## config.mk

```make
export PLATFORM = sky130hd
export DESIGN_NAME = tt_dco
export DESIGN_NICKNAME = d
export VERILOG_FILES = /design/src/rtl/tt_dco.sv
export SDC_FILE = /design/constraint.sdc
export NUM_CORES = 1
export LEC_CHECK = 0
export CAP_MARGIN = 20
export CORE_MARGIN = 2
export CORE_UTILIZATION = 40
export CTS_CLUSTER_DIAMETER = 200
export DETAILED_ROUTE_END_ITERATION = 6
export PLACE_DENSITY = 0.64
export SLEW_MARGIN = 5
export SYNTH_ARGS = -nofsm -noshare
export SYNTH_HDL_FRONTEND = slang
export SYNTH_SLANG_ARGS = --single-unit
```

## constraint.sdc

```tcl
create_clock -name i_clk_gen -period 4.65 [get_ports i_clk_gen]
set_input_delay 1.1625 -clock i_clk_gen [delete_from_list [all_inputs] [get_ports i_clk_gen]]
set_output_delay 1.1625 -clock i_clk_gen [all_outputs]
set_load 0.005 [all_outputs]
```

## src/rtl/tt_dco.sv

```systemverilog
// Digital phase-accumulator DCO: saturated FCW register, modulo accumulator, DCO-edge divider, scan path.
// Latency: i_ctrl to o_fcw 1 cycle; o_dco_clk is the accumulator MSB directly. No backpressure.
module tt_dco #(
   parameter int          ACC_W      = 24,
   parameter int unsigned FCW_BASE   = 24'h100000,
   parameter int          KDCO_SHIFT = 4,
   parameter int          DIV_N      = 8
) (
   input  logic             i_clk_gen,
   input  logic             i_rst,
   input  logic [15:0]      i_ctrl,
   input  logic             i_enable,
   input  logic             i_scan_en,
   input  logic             i_scan_in,
   output logic             o_dco_clk,
   output logic [ACC_W-1:0] o_fcw,
   output logic             o_fb_pulse,
   output logic             o_scan_out
);

   localparam int                CNT_W      = $clog2(DIV_N);
   localparam logic [31:0]       FCW_BASE_V = 32'(FCW_BASE);
   localparam logic signed [31:0] FCW_MAX   = (32'sd1 <<< (ACC_W-1)) - 32'sd1;
   localparam logic [CNT_W-1:0]  CNT_LAST   = CNT_W'(DIV_N-1);

   logic signed [31:0] w_ctrl_ext;
   logic signed [31:0] w_sum;
   logic [ACC_W-1:0]   w_fcw_sat;
   logic               w_rise;
   logic               w_last;

   logic [ACC_W-1:0]   r_acc;
   logic [ACC_W-1:0]   r_fcw;
   logic [CNT_W-1:0]   r_div_cnt;
   logic               r_msb_prev;
   logic               r_fb_pulse;

   assign w_ctrl_ext = {{16{i_ctrl[15]}}, i_ctrl};
   assign w_sum      = $signed(FCW_BASE_V) + (w_ctrl_ext <<< KDCO_SHIFT);

   // Clamp to [1, 2^(ACC_W-1)-1] so the DCO never stalls and never exceeds Nyquist.
   always_comb begin
      w_fcw_sat = w_sum[ACC_W-1:0];
      if (w_sum < 32'sd1) begin
         w_fcw_sat = ACC_W'(1);
      end else if (w_sum > FCW_MAX) begin
         w_fcw_sat = FCW_MAX[ACC_W-1:0];
      end
   end

   assign w_rise = r_acc[ACC_W-1] & ~r_msb_prev;
   assign w_last = (r_div_cnt == CNT_LAST);

   always_ff @(posedge i_clk_gen or posedge i_rst) begin
      if (i_rst) begin
         r_fcw <= FCW_BASE_V[ACC_W-1:0];
      end else begin
         r_fcw <= w_fcw_sat;
      end
   end

   always_ff @(posedge i_clk_gen or posedge i_rst) begin
      if (i_rst) begin
         r_acc      <= '0;
         r_div_cnt  <= '0;
         r_msb_prev <= 1'b0;
         r_fb_pulse <= 1'b0;
      end else if (i_scan_en) begin
         // Tracking the MSB while shifting keeps scan exit from looking like a DCO edge.
         r_acc      <= {r_acc[ACC_W-2:0], i_scan_in};
         r_msb_prev <= r_acc[ACC_W-1];
         r_fb_pulse <= 1'b0;
      end else if (i_enable) begin
         r_acc      <= r_acc + r_fcw;
         r_msb_prev <= r_acc[ACC_W-1];
         r_fb_pulse <= w_rise & w_last;
         if (w_rise) begin
            r_div_cnt <= w_last ? '0 : r_div_cnt + CNT_W'(1);
         end
      end else begin
         r_fb_pulse <= 1'b0;
      end
   end

   assign o_dco_clk  = r_acc[ACC_W-1];
   assign o_scan_out = r_acc[ACC_W-1];
   assign o_fcw      = r_fcw;
   assign o_fb_pulse = r_fb_pulse;

endmodule

```

==> impl_metrics.tcl <==
set metrics [dict create \
    synth_edf_count 0 \
    postCtsSetupRepairBufs 0 \
    required_ns 4.83 \
    grt_pass1_vias 2176 \
    final_area_sq_mm 0.00338 \
    vias 2212 \
    r2r_cells 8 \
    skew_ns 0.00819 \
    cts_tree "yes" \
    crit_end "r_div_cnt[2]" \
    worst_slew_pin_slew_ns 0.648 \
    rows 30 \
    cts_buffers 5 \
    syn_avg_cell_area_sq_um 9.97 \
    netlist_area_sq_mm 0.00278 \
    drv_cap 0 \
    finalSetupViolCount 0 \
    mostFrequentLayoutCells "45 x dfrtp_1, 40 x clkdlybuf4s50_1, 28 x a21oi_1" \
    seq_area_frac_synth 0.414 \
    place.gp.congestion 0.877 \
    pre_cts_ws_ns 1.26 \
    synthArstFlopShare 1.00 \
    setup_ws_ns 1.60 \
    core_sq_mm 0.00676 \
    antenna_cells 0 \
    cts_sinks 46 \
    outcome "finished clean" \
    yosysWarningCount 0 \
    rr_endpoint "r_acc[18]" \
    syn_inst 279 \
    ir_worst_vdd_mv 0.204 \
    layout_worst_path_cycle_share 0.657 \
    holdWs_ns 0.500 \
    area_growth_syn_to_layout_pct 21.4 \
    die_x_microns 87.4 \
    portBuffers 40 \
    hold_class "reg -> reg" \
    fmax_ghz 0.327 \
    fin_setup_tns_ns 0 \
    drv_slew 0 \
    fin_nets 359 \
    drtPass1Iterations 4 \
    wl_per_cell_microns 15.3 \
    critPathArrivalTime_ns 3.24 \
    overflow 0 \
    grt_setup_unrepaired "false" \
    r2r_start "r_acc[4]" \
    ant_nets 0 \
    power.density_mw_per_mm2 552 \
    clockBufferDepth 2 \
    path_clk_slew_ns 0.08 \
    yosys.cell_types.count 58 \
    crit_path_start_kind "input port" \
    power_leakage_nw 1.55 \
    antenna_found_initial 0 \
    crit_fanout 13 \
    hold_buffers 0 \
    grt_max_degree 47 \
    synth_seq_cells 46 \
    critPathLaunch "i_enable" \
    post_dp_cell_area_sq_mm 0.00321 \
    drive_gt1_frac 0.107 \
    root_buffer "clkbuf_8" \
    cts_resized 0 \
    dieArea_sq_mm 0.00764 \
    slew_headroom 0.567 \
    initialDrtViolationCount 108 \
    start_util 0.412 \
    htree_levels 2 \
    vias_per_cell 5.54 \
    endpoint_kind "flop" \
    wl_microns 6100 \
    drc_errors 0 \
    grt_usage 0.168 \
    ys.flop_type "dfrtp_1" \
    dp_hpwl_microns 4460 \
    hold_viol_final 0 \
    worst-r2r-setup-slack_ns 2.45 \
    power.total_mw 1.86 \
    final_common_cell "dfrtp_1" \
    die_y_microns 87.4 \
    ioPinCount 48 \
    fin_crit_ns 3.05 \
    grt_pass1_wl_microns 10200 \
    crit_type "in -> reg" \
    clkLatencyLatePin_ns 0.29 \
]
flip-flops by register name (all words and copies together), names as in the netlist:
name / flops
r_msb_prev: 1
o_fb_pulse: 1
o_fcw: 17
r_acc: 24
r_div_cnt: 3
synth_stat cells, types with 3 or more instances:
master	count	share of area
nand3_1	4	0.0072
xnor2_1	7	0.022
a31oi_1	4	0.0090
dfrtp_1	45	0.40
clkbuf_1	5	0.0067
mux2_2	9	0.036
nand2b_1	3	0.0067
xor2_1	3	0.0094
a21o_1	7	0.019
o211ai_2	3	0.013
o21ai_0	14	0.025
inv_1	9	0.012
o21ai_1	6	0.011
a21oi_1	28	0.050
nand4_1	4	0.0090
nand2_1	23	0.031
ha_1	19	0.085
mux2i_1	8	0.029
buf_4	8	0.022
and3_1	9	0.020
nor2_1	16	0.022
cell families after synthesis:
group / after synthesis / synth area share
XOR/XNOR: 10 / 0.0315
flip-flops: 46 / 0.414
AO/OA/AOI/OAI: 86 / 0.207
other: 1 / 0.00135
multiplexers: 17 / 0.0652
AND/OR/NAND/NOR: 72 / 0.138
buffers and inverters: 27 / 0.0504
adder cells (fa/ha/maj): 20 / 0.0926
worst max-delay path, stage by stage:
cell and delay, ns:
clkdlybuf4s50_1 0.88, nand2_1 0.40, nor3b_2 0.41, mux2_2 0.37
how the worst min path moves through the flow:
stage | startpoint | end | cells past startpoint
after global routing | r_acc[3] | r_acc[3] | 1
after global placement | r_acc[3] | r_acc[4] | 2
final | r_acc[3] | r_acc[4] | 2
after CTS | r_acc[3] | r_acc[4] | 2
after detailed placement | r_acc[3] | r_acc[4] | 2
after floorplan | r_acc[3] | r_acc[4] | 2
per-layer routing:
metal / track usage / up-vias / share of wire
li1: - / 1086 / -
met5: 0 / - / 0
met3: 0.0303 / 4 / 0.046
met2: 0.275 / 59 / 0.49
met1: 0.232 / 1063 / 0.46
met4: 0.0406 / 0 / 0.0046
where the power goes:
| group | switching [mW] | leakage [nW] | internal, mW |
|---|---|---|---|
| sequential | 0.103 | 0.551 | 0.508 |
| combinational | 0.478 | 0.923 | 0.410 |
| clock | 0.137 | 0.0714 | 0.229 |
| total | 0.717 | 1.55 | 1.15 |
per-stage QoR:
stage,utilization,cells
2_1_floorplan,-,285
5_1_grt,0.500,399
4_1_cts,0.497,398
6_report,0.500,399
3_3_place_gp,0.476,390
3_5_place_dp,0.476,390
layout make-up:
type / count / area, sq um
flip-flops and latches: 46 / 1150
inverters: 11 / 41.3
clock buffers: 6 / 82.6
repair buffers: 42 / 428
clock inverters: 2 / 60.1
multi-input cells: 212 / 1510
fillers: 638 / 3380
well taps: 80 / 100
Note: power is estimated with default switching activity, not from simulation.
